==> src/rtl/lane_sched_if.sv <==
// Requester/lane bundle for the lane scheduler.
// master drives requests and lane_ready; slave is the scheduler.
interface lane_sched_if #(
  parameter int NREQ = 4,
  parameter int DW   = 12,
  parameter int LENW = 3
);
  localparam int SW = $clog2(NREQ);

  logic [NREQ-1:0]           req;
  logic [NREQ-1:0][LENW-1:0] req_len;
  logic [NREQ-1:0][DW-1:0]   req_data;
  logic                      lane_ready;
  logic [NREQ-1:0]           gnt;
  logic [NREQ-1:0]           req_pop;
  logic                      lane_valid;
  logic [DW-1:0]             lane_data;
  logic [SW-1:0]             lane_src;
  logic                      abort;
  logic                      tmo_err;

  modport master (
    output req, req_len, req_data, lane_ready,
    input  gnt, req_pop, lane_valid, lane_data,
    input  lane_src, abort, tmo_err
  );

  modport slave (
    input  req, req_len, req_data, lane_ready,
    output gnt, req_pop, lane_valid, lane_data,
    output lane_src, abort, tmo_err
  );
endinterface

==> src/rtl/lane_sched.sv <==
// Round-robin burst scheduler onto one lane,
// with drop/stall abort and sticky stall timeout.
module lane_sched #(
  parameter int NREQ = 4,
  parameter int DW   = 12,
  parameter int LENW = 3,
  parameter int TMO  = 15
) (
  input logic        clk,
  input logic        rst_n,
  lane_sched_if.slave bus
);
  localparam int SW = $clog2(NREQ);

  typedef enum logic [1:0] {
    IDLE,
    XFER,
    GAP
  } state_e;

  state_e          state_q, state_d;
  logic [SW-1:0]   win_q, win_d;
  logic [SW-1:0]   last_q, last_d;
  logic [LENW:0]   beats_q, beats_d;
  logic [7:0]      stall_q, stall_d;
  logic            tmo_q, tmo_d;

  logic            found;
  logic [SW-1:0]   pick;
  int              idx;

  logic [NREQ-1:0] gnt;
  logic [NREQ-1:0] pop;
  logic            valid;
  logic [DW-1:0]   data;
  logic [SW-1:0]   src;
  logic            abrt;
  logic            tmo_hit;

  // first requester after last_winner, wrapping
  always_comb begin
    found = 1'b0;
    pick  = '0;
    idx   = 0;
    for (int k = 1; k <= NREQ; k++) begin
      idx = int'(last_q) + k;
      if (idx >= NREQ) idx = idx - NREQ;
      if (!found && bus.req[idx]) begin
        found = 1'b1;
        pick  = SW'(idx);
      end
    end
  end

  always_comb begin
    state_d = state_q;
    win_d   = win_q;
    last_d  = last_q;
    beats_d = beats_q;
    stall_d = stall_q;
    tmo_d   = tmo_q;
    gnt     = '0;
    pop     = '0;
    valid   = 1'b0;
    data    = '0;
    src     = '0;
    abrt    = 1'b0;
    tmo_hit = 1'b0;
    unique case (state_q)
      IDLE: begin
        if (found) begin
          win_d   = pick;
          beats_d = {1'b0, bus.req_len[pick]} + 1'b1;
          stall_d = '0;
          state_d = XFER;
        end
      end
      XFER: begin
        valid      = 1'b1;
        gnt[win_q] = 1'b1;
        data       = bus.req_data[win_q];
        src        = win_q;
        if (!bus.req[win_q]) begin
          abrt    = 1'b1;
          last_d  = win_q;
          beats_d = '0;
          stall_d = '0;
          state_d = GAP;
        end else if (bus.lane_ready) begin
          pop[win_q] = 1'b1;
          beats_d    = beats_q - 1'b1;
          stall_d    = '0;
          if (beats_q == (LENW+1)'(1)) begin
            last_d  = win_q;
            state_d = GAP;
          end
        end else begin
          stall_d = stall_q + 8'd1;
          if (stall_d == 8'(TMO)) begin
            abrt    = 1'b1;
            tmo_hit = 1'b1;
            tmo_d   = 1'b1;
            last_d  = win_q;
            beats_d = '0;
            stall_d = '0;
            state_d = GAP;
          end
        end
      end
      GAP: begin
        state_d = IDLE;
      end
      default: begin
        state_d = IDLE;
      end
    endcase
  end

  always_ff @(posedge clk or negedge rst_n) begin
    if (!rst_n) begin
      state_q <= IDLE;
      win_q   <= '0;
      last_q  <= SW'(NREQ-1);
      beats_q <= '0;
      stall_q <= '0;
      tmo_q   <= 1'b0;
    end else begin
      state_q <= state_d;
      win_q   <= win_d;
      last_q  <= last_d;
      beats_q <= beats_d;
      stall_q <= stall_d;
      tmo_q   <= tmo_d;
    end
  end

  // timeout is visible in the same cycle it fires
  assign bus.tmo_err    = tmo_q | tmo_hit;
  assign bus.gnt        = gnt;
  assign bus.req_pop    = pop;
  assign bus.lane_valid = valid;
  assign bus.lane_data  = data;
  assign bus.lane_src   = src;
  assign bus.abort      = abrt;
endmodule

==> src/flat_wrapper.sv <==
// flat-port wrapper written by rule: the top's interface ports become plain ports
module lane_sched_flat 
#(
  parameter int NREQ = 4,
  parameter int DW   = 12,
  parameter int LENW = 3,
  parameter int TMO  = 15
)
  (clk, rst_n, bus_req, bus_req_len, bus_req_data, bus_lane_ready, bus_gnt, bus_req_pop, bus_lane_valid, bus_lane_data, bus_lane_src, bus_abort, bus_tmo_err);
  lane_sched_if #(.NREQ(NREQ), .DW(DW), .LENW(LENW)) bus_i ();
  input logic clk;
  input logic rst_n;
  input wire logic [$bits(bus_i.req)-1:0] bus_req;
  input wire logic [$bits(bus_i.req_len)-1:0] bus_req_len;
  input wire logic [$bits(bus_i.req_data)-1:0] bus_req_data;
  input wire logic [$bits(bus_i.lane_ready)-1:0] bus_lane_ready;
  output wire logic [$bits(bus_i.gnt)-1:0] bus_gnt;
  output wire logic [$bits(bus_i.req_pop)-1:0] bus_req_pop;
  output wire logic [$bits(bus_i.lane_valid)-1:0] bus_lane_valid;
  output wire logic [$bits(bus_i.lane_data)-1:0] bus_lane_data;
  output wire logic [$bits(bus_i.lane_src)-1:0] bus_lane_src;
  output wire logic [$bits(bus_i.abort)-1:0] bus_abort;
  output wire logic [$bits(bus_i.tmo_err)-1:0] bus_tmo_err;
  assign bus_i.req = bus_req;
  assign bus_i.req_len = bus_req_len;
  assign bus_i.req_data = bus_req_data;
  assign bus_i.lane_ready = bus_lane_ready;
  assign bus_gnt = bus_i.gnt;
  assign bus_req_pop = bus_i.req_pop;
  assign bus_lane_valid = bus_i.lane_valid;
  assign bus_lane_data = bus_i.lane_data;
  assign bus_lane_src = bus_i.lane_src;
  assign bus_abort = bus_i.abort;
  assign bus_tmo_err = bus_i.tmo_err;
  lane_sched #(.NREQ(NREQ), .DW(DW), .LENW(LENW), .TMO(TMO)) u_core (.clk(clk), .rst_n(rst_n), .bus(bus_i));
endmodule
==> config.mk <==
export PLATFORM = sky130hd
export DESIGN_NAME = lane_sched_flat
export DESIGN_NICKNAME = d
export VERILOG_FILES = /design/src/rtl/lane_sched_if.sv /design/src/rtl/lane_sched.sv /design/src/flat_wrapper.sv
export SDC_FILE = /design/constraint.sdc
export NUM_CORES = 1
export LEC_CHECK = 0
export ABC_AREA = 1
export CAP_MARGIN = 40
export CORE_ASPECT_RATIO = 2
export CORE_MARGIN = 8
export CORE_UTILIZATION = 24
export CTS_CLUSTER_SIZE = 16
export DETAILED_ROUTE_END_ITERATION = 10
export DONT_BUFFER_PORTS = 1
export PLACE_DENSITY = 0.48
export SYNTH_ARGS = -nofsm -noshare
export SYNTH_HDL_FRONTEND = slang
export SYNTH_SLANG_ARGS = --single-unit
==> constraint.sdc <==
create_clock -name clk -period 6.04 [get_ports clk]
set_clock_uncertainty 0.05 [all_clocks]
set_input_delay 1.51 -clock clk [delete_from_list [all_inputs] [get_ports clk]]
set_output_delay 1.51 -clock clk [all_outputs]
set_load 0.1 [all_outputs]
---- After elaboration in Yosys (flattened, before gate mapping) ----
Cells that the tools add are included.
storage, ports and cells
  logic and storage cells ................. 118
  register bits after elaboration ......... 19
cells by class
  bitwise gates (word level) .............. 2
  equality and inequality tests ........... 8
  magnitude comparators ................... 11
  muxes and demuxes ....................... 65
  reduce and logical (&&, ||, !) cells .... 15
  add/sub/neg operators ................... 11
operator list
  operator                                                                               number
  32-bit by 4-bit greater-or-equal comparator with 1-bit output (second input constant)  4
  32-bit by 4-bit less-than comparator with 1-bit output (second input constant)         4
  32-bit two-way mux                                                                     4
  32-bit by 4-bit subtractor with 32-bit output (second input constant)                  4
  4-bit two-way mux                                                                      8
  8-bit two-way mux                                                                      4
  2-bit two-way mux                                                                      14
  12-bit binary-select mux with 2-bit select                                             1
  12-bit two-way mux                                                                     2
  1-bit two-way mux                                                                      21
  8-bit one-hot mux with 2 select lines                                                  1
  1-bit binary-select mux with 2-bit select                                              5
  3-bit AND reduction                                                                    3
  8-bit by 1-bit adder with 8-bit output (second input constant)                         1
  8-bit by 4-bit == test with 1-bit output (second input constant)                       1
  4-bit != test (second input constant)                                                  2
  4-bit one-hot mux with 2 select lines                                                  1
  2-bit by 2-bit adder with 3-bit output (second input constant)                         2
  3-bit binary-select mux with 2-bit select                                              1
  2-bit by 3-bit less-than comparator with 1-bit output (second input constant)          2
  3-bit != test (second input constant)                                                  2
  2-bit by 3-bit adder with 4-bit output (second input constant)                         1
  3-bit by 1-bit adder with 4-bit output (second input constant)                         1
  4-bit by 1-bit == test with 1-bit output (second input constant)                       1
  16 further kinds                                                                       22

---- Longest topological paths before layout ----
Gate-level depths: netlist of run 1.
  word-level depth ........................ 21
  gate-level depth with buffers ........... 19
  mapped depth without buffers ............ 18

---- Worst setup path before layout of run 1 ----
No wires, ideal clock.
  path type ............................... register to output
  start ................................... register u_core.state_q[1]
  end ..................................... output port bus_req_pop[0]
  required time ........................... 4480 ps
  arrival time ............................ 5007 ps
  stages on the path, launching flop included .. 4
  slack ................................... -527 ps
  cell sequence ........................... dfrtp_1 -> nor2_1 -> inv_2 -> nor4_1
between the ends
  cells in the longest elaborated chain, start to end .. 2
ends and longest elaborated chain
  what                                      RTL line            source
  from (decl)                               lane_sched.sv:21    state_e state_q, state_d;
  from (signal assigned)                    lane_sched.sv:128   state_q <= state_d;
  2-bit by 1-bit == test with 1-bit output  lane_sched.sv:69    unique case (state_q)
  4-bit two-way mux                         lane_sched.sv:69
  to (decl)                                 flat_wrapper.sv:18  output wire logic [$bits(bus_i.req_pop)-1:0] bus_req_pop;
No other way between the ends.

---- Worst setup path in the final report of run 1 ----
  start ................................... input port bus_req[1]
  end ..................................... output port bus_tmo_err
between the ends
  cells in the longest elaborated chain, start to end .. 5
ends and longest elaborated chain
  what                                       RTL line            source
  from (decl)                                flat_wrapper.sv:13  input wire logic [$bits(bus_i.req)-1:0] bus_req;
  1-bit binary-select mux with 2-bit select  lane_sched.sv:83    if (!bus.req[win_q]) begin
  1-bit two-way mux (not written as such)    lane_sched.sv:83
  1-bit two-way mux                          lane_sched.sv:83
  1-bit two-way mux                          lane_sched.sv:69
  1-bit bitwise OR                           lane_sched.sv:138   assign bus.tmo_err = tmo_q | tmo_hit;
  to (decl)                                  flat_wrapper.sv:23  output wire logic [$bits(bus_i.tmo_err)-1:0] bus_tmo_err;
No other way between the ends. The select of a mux whose other input is x is not followed.

==> out/results.ini, run 1 <==
[synth]
synth.distinct_cells = 33
synth-edff-count = 0
ys.flop_type = dfrtp_1
synth_commonest_cells = 61 x nand2_1, 32 x inv_1, 27 x nand3_1
synth.net_count = 351
synth_area_leaders = dfrtp_1 23%, nand2_1 12%, a22oi_1 10%
yosys.area.top_type = dfrtp_1
syn_area_um2 = 1880
synth_top_area_share_pct = 22.7
synthCells = 279
syn_area_per_cell_um2 = 6.73
ys_seq_elements = 19
ys_warn_count = 0
synth.most_common_cell = nand2_1
async_flop_share_pct = 100
seq_area_frac_synth_pct = 25.4

[cells_and_area]
antenna_cells = 0
syn_to_final_growth_pct = 31.4
layout-drive-gt1-share_pct = 27.9
layout.nets = 374
final_cells = 395

[global_route]
grt_max_degree = 27
grt_first_pass_wirelength_um = 10100
grt_usage_pct = 11.0
grt.overflow.total = 0
antenna_found_initial = 0
grt_pass1_vias = 2094

[clocking]
clk_latency_ns = 0.25
cts.sinks = 19
cts_tree = built
numCtsBuffers = 3
cts_max_path_buffers = 2
postCtsResizedCells = 0
htree_levels = 1
ctsHoldBuffers = 0
post_cts_buffers = 0
cts.clk_slew.worst_paths_ns = 0.06
clockRootBuffer = clkbuf_16

[critical_path]
cp-end-kind = primary output
reg2reg_depth = 15
required_ns = 4.48
critPathKind = in -> out
crit_arrival_ns = 2.85
cp_max_fo = 8
critPathLaunchType = input port

[detailed_routing]
final_antenna_net_count = 0
drc_errors = 0
viasPerCell = 5.07
routed_wl_um = 6350
first_pass_iters = 4
num_vias = 2001
drt_iter0_drc = 77
wl_per_cell_um = 16.1

[timing]
setup_slack_ns = 1.63
setup_tns_ns = 0
setup_viol = 0
rsz0062_at_grt = false
drv_slew = 0
worst_pin_slew_ns = 0.704
fin_crit_sh_pct = 73.1
period_minus_slack_ns = 4.41
hold_viol_final = 0
max_freq_mhz = 227
timing.hold.ws_ns = 0.425
relSlewSlack_pct = 53.0

[die]
die_h_um = 141
initial_core_util_pct = 24.7
coreArea_um2 = 7600
die_w_um = 78.6
design.die.area_um2 = 11100
rows = 45
io-pin-count = 92

[min_path]
hp-class = reg -> reg
whs_path_depth = 1

[placement]
gp_congestion = 0.828
port_buffers = 0
place_ws_ns = 1.64
hpwl_um = 5340
place_inst = 391

[status]
outcome = finished clean

[run]
max_cap_violations = 0

-- per-layer routing --
metal,up-vias,share of wire [%],global-route usage (%)
met3,14,7.1,2.55
met5,-,0,0
met1,931,34,9.91
met4,0,2.6,4.72
met2,69,57,21.8
li1,987,-,-
-- stage by stage --
stage,util [%],cell area [µm²]
final,32.5,2470
after global routing,32.5,2470
after CTS,32.5,2470
after detailed placement,31.4,2390
after global placement,29.4,2230
after floorplan,-,1880
-- layout by cell type, fill, tap and decap left out, types with 2 or more instances in the layout --
master | synthesis | routed
dfrtp_1 | 17 | 17
buf_4 | 1 | 15
o21ai_0 | 10 | 10
nand2_4 | 2 | 2
a21oi_2 | 0 | 13
clkbuf_16 | 0 | 6
o22ai_1 | 5 | 5
inv_1 | 32 | 32
xnor2_1 | 2 | 2
nand2_2 | 8 | 8
inv_2 | 6 | 6
nand3_1 | 27 | 27
nand3_2 | 2 | 2
a21oi_1 | 18 | 5
a22oi_1 | 25 | 25
nor3_1 | 8 | 5
nor2_1 | 21 | 14
nor3_2 | 2 | 5
dfstp_2 | 2 | 2
nand3_4 | 2 | 2
buf_16 | 0 | 2
nor2_2 | 2 | 9
nand2_1 | 61 | 61
buf_8 | 0 | 6
ha_1 | 5 | 5
xor2_1 | 5 | 5
-- state kept, by name (all words and copies together) (netlist names) --
| name | flops |
|---|---|
| u_core.win_q | 2 |
| u_core.last_q | 2 |
| u_core.stall_q | 8 |
| u_core.beats_q | 4 |
| u_core.tmo_q | 1 |
| u_core.state_q | 2 |
-- critical path, stage by stage --
cell and delay [ns]:
inv_1 0.05, o22ai_1 0.27, nor3_4 0.12, nor3_2 0.27, inv_1 0.17, o21bai_2 0.16
buf_4 0.30
-- cells by family after synthesis --
kind of cell               share of synthesized area (%)
xor gates and xnor gates                            3.26
buffers and inverters                               9.79
and+or+nand+nor                                     37.5
AOI/OAI and AO/OA                                   20.7
adders and majority gates                           3.33
DFF                                                 25.4
-- path summary, 6_finish.rpt --
path                                     endpoint        startpoint  slack (ns)
worst min register to register       u_core.tmo_q      u_core.tmo_q        0.43
min in group asynchronous       u_core.stall_q[3]             rst_n        0.90
worst max-delay path                  bus_tmo_err        bus_req[1]        1.63
max in group asynchronous        u_core.last_q[0]             rst_n        4.86
worst max register to register  u_core.beats_q[2]  u_core.last_q[0]        3.48
worst min-delay path                 u_core.tmo_q      u_core.tmo_q        0.43
-- cell type report --
| cell class | instances | area, µm² |
|---|---|---|
| clock buffers | 3 | 75.1 |
| clock inverters | 1 | 5.00 |
| fillers | 821 | 5130 |
| inverters | 38 | 143 |
| multi-input cells | 214 | 1320 |
| flip-flops and latches | 19 | 478 |
| well taps | 94 | 118 |
| repair buffers | 26 | 333 |
Power of run 1 is not shown: default switching activity piles up to over one toggle a cycle in this logic, so the estimate is an artifact.
==> inputs of run 2 (changes only) <==
--- a/config.mk
+++ b/config.mk
@@ -13,7 +13,7 @@
 export CTS_CLUSTER_SIZE = 16
 export DETAILED_ROUTE_END_ITERATION = 10
 export DONT_BUFFER_PORTS = 1
-export PLACE_DENSITY = 0.48
+export PLACE_DENSITY = 0.49
 export SYNTH_ARGS = -nofsm -noshare
 export SYNTH_HDL_FRONTEND = slang
 export SYNTH_SLANG_ARGS = --single-unit
==> constraint.sdc (replaced) <==
create_clock -name clk -period 3.7 [get_ports clk]
set_clock_uncertainty 0.05 [all_clocks]
set_input_delay 0.925 -clock clk [delete_from_list [all_inputs] [get_ports clk]]
set_output_delay 0.925 -clock clk [all_outputs]
set_load 0.1 [all_outputs]
==> run 2 against run 1 <==
Net effect:
- sequential share of layout area is 0.37 points higher
- register-to-register slack worse by 2.4 ns
- worst hold slack worse by 0.12 ns
- core utilization is 0.61 points lower
- critical path depth is 3 higher
- flip-flop and latch count stayed put
- critical path type is now reg -> out
- non-clock buffer count is 2 higher
- highest routed layer unchanged
- first-iteration DRC count is 18% lower
==> out/results.ini, run 2 (synthesis results as in run 1) <==
[timing]
rsz0062_at_grt = false
hold_viol_final = 0  ; unchanged
setup_tns_ns = 0  ; unchanged
fin_crit_sh_pct = 90.6
setup_slack_ns = 0.348  ; -1.28 ns
drv_slew = 0  ; unchanged
worst_pin_slew_ns = 0.439  ; -0.265 ns
max_freq_mhz = 298
relSlewSlack_pct = 70.7  ; +18 points
setup_viol = 0  ; unchanged
period_minus_slack_ns = 3.35

[run]
max_cap_violations = 0  ; unchanged

[detailed_routing]
wl_met1_um = 2300  ; +7.5%
top_layer_used = met4
routed_wl_um = 6280  ; -1.1%
drc_errors = 0  ; unchanged
wl_per_cell_um = 15.8  ; -1.6%
final_antenna_net_count = 0  ; unchanged
first_pass_iters = 4  ; unchanged
wl_met3_um = 298  ; -34%
dr_wl_met2_um = 3620  ; +0.64%
viasPerCell = 4.91  ; -3.1%
num_vias = 1949  ; -2.6%
drt_iter0_drc = 63  ; -18%

[global_route]
antenna_found_initial = 0  ; unchanged
grt_pass1_vias = 2093  ; -0.048%
grt_max_degree = 21  ; -22%
grt.overflow.total = 0  ; unchanged
grt_first_pass_wirelength_um = 10000  ; -0.28%
grt_usage_pct = 11.0  ; -0.015 points

[critical_path]
cp_max_fo = 13  ; +5
critPathLaunchType = flip-flop
r2r_start = u_core.last_q[0]
cp-end-kind = primary output
reg2reg_to = u_core.beats_q[1]
crit_arrival_ns = 2.38  ; -0.47 ns
r2r_slack_ns = 1.07  ; -2.41 ns
required_ns = 2.72  ; -1.76 ns
critPathKind = reg -> out
reg2reg_depth = 14  ; -1

[min_path]
hp-class = in -> async

[die]
die_h_um = 141  ; unchanged
rows = 45  ; unchanged
io-pin-count = 92  ; unchanged
initial_core_util_pct = 24.7  ; unchanged
die_w_um = 78.6  ; unchanged
coreArea_um2 = 7600  ; unchanged
design.die.area_um2 = 11100  ; unchanged

[clocking]
numCtsBuffers = 3  ; unchanged
htree_levels = 1  ; unchanged
ctsHoldBuffers = 0  ; unchanged
cts.clk_slew.worst_paths_ns = 0.06  ; about the same
cts_tree = built
post_cts_buffers = 0  ; unchanged
clockRootBuffer = clkbuf_16
clk_latency_ns = 0.26  ; about the same
cts.sinks = 19  ; unchanged
cts_max_path_buffers = 2  ; unchanged
postCtsResizedCells = 0  ; unchanged

[cells_and_area]
final_cells = 397  ; +0.51%
layout_commonest_cell = nand2_1
regMostFlops = u_core.stall_q
reg_top3 = u_core.stall_q: 8 flops, u_core.beats_q: 4 flops
layout-drive-gt1-share_pct = 28.4  ; +0.48 points
largest_reg_flops = 8  ; unchanged
syn_to_final_growth_pct = 28.9
layout.nets = 376  ; +0.53%
multi_input_area_um2 = 1340  ; +1.8%
register_area_um2 = 478  ; unchanged
antenna_cells = 0  ; unchanged
final_cell_mix = 61 x nand2_1, 32 x inv_1, 27 x nand3_1
fillCellCount = 825  ; +0.49%

[placement]
place_inst = 393  ; +0.51%
port_buffers = 0  ; unchanged
gp_congestion = 0.808  ; -2.5%
place_ws_ns = 0.480  ; -1.16 ns
hpwl_um = 5250  ; -1.6%

[status]
outcome = finished clean

run 2: stage by stage:
step | hold WS [ns] | area (µm²) | utilization [%]
6_report | 0.308 | 2420 | 31.9
2_1_floorplan | 0.383 | 1990 | -
3_3_place_gp | 0.406 | 2340 | 30.8
3_5_place_dp | 0.418 | 2340 | 30.8
4_1_cts | 0.305 | 2420 | 31.9
5_1_grt | 0.299 | 2420 | 31.9
run 2: final cells by class:
type | instances | share of cell area (%)
Multi-Input combinational cell | 214 | 55.3
Sequential cell | 19 | 19.7
Timing Repair Buffer | 28 | 10.7
Inverter | 38 | 5.89
Tap cell | 94 | 4.86
Clock buffer | 3 | 3.10
Clock inverter | 1 | 0.310
run 2: worst max-delay path, cell delays in order (launching register included):
cell      delay [ns]
dfrtp_1         0.42
inv_1           0.11
nor2_2          0.08
buf_4           0.20
inv_1           0.12
nor2_1          0.19
nor3_4          0.11
nor3_2          0.28
inv_1           0.18
o21bai_2        0.21
buf_12          0.19
run 2: worst max-delay path by stage:
stage                                 start     endpoint  slack (ns)
final                       u_core.win_q[1]  bus_tmo_err        0.35
after CTS                   u_core.win_q[1]  bus_tmo_err        0.33
after detailed placement         bus_req[1]  bus_tmo_err        0.48
after floorplan           u_core.state_q[1]   bus_gnt[2]       0.003
after global routing      u_core.stall_q[1]    bus_abort        0.13
after global placement           bus_req[1]  bus_tmo_err        0.54
run 2: metal layers:
layer	up-vias	GRT usage (%)
met1	912	10.7
met4	0	2.36
met3	7	2.61
met5	-	0
met2	46	21.8
li1	984	-
Power of run 2 is left out for the same reason.
==> inputs of run 3 (changes only) <==
--- a/config.mk
+++ b/config.mk
@@ -6,7 +6,7 @@
 export NUM_CORES = 1
 export LEC_CHECK = 0
 export ABC_AREA = 1
-export CAP_MARGIN = 40
+export CAP_MARGIN = 10
 export CORE_ASPECT_RATIO = 2
 export CORE_MARGIN = 8
 export CORE_UTILIZATION = 24
==> results of run 3 <==
Same layout as run 2: the final DEF is identical, and so are final timing and power.
Power of run 3 is left out for the same reason.
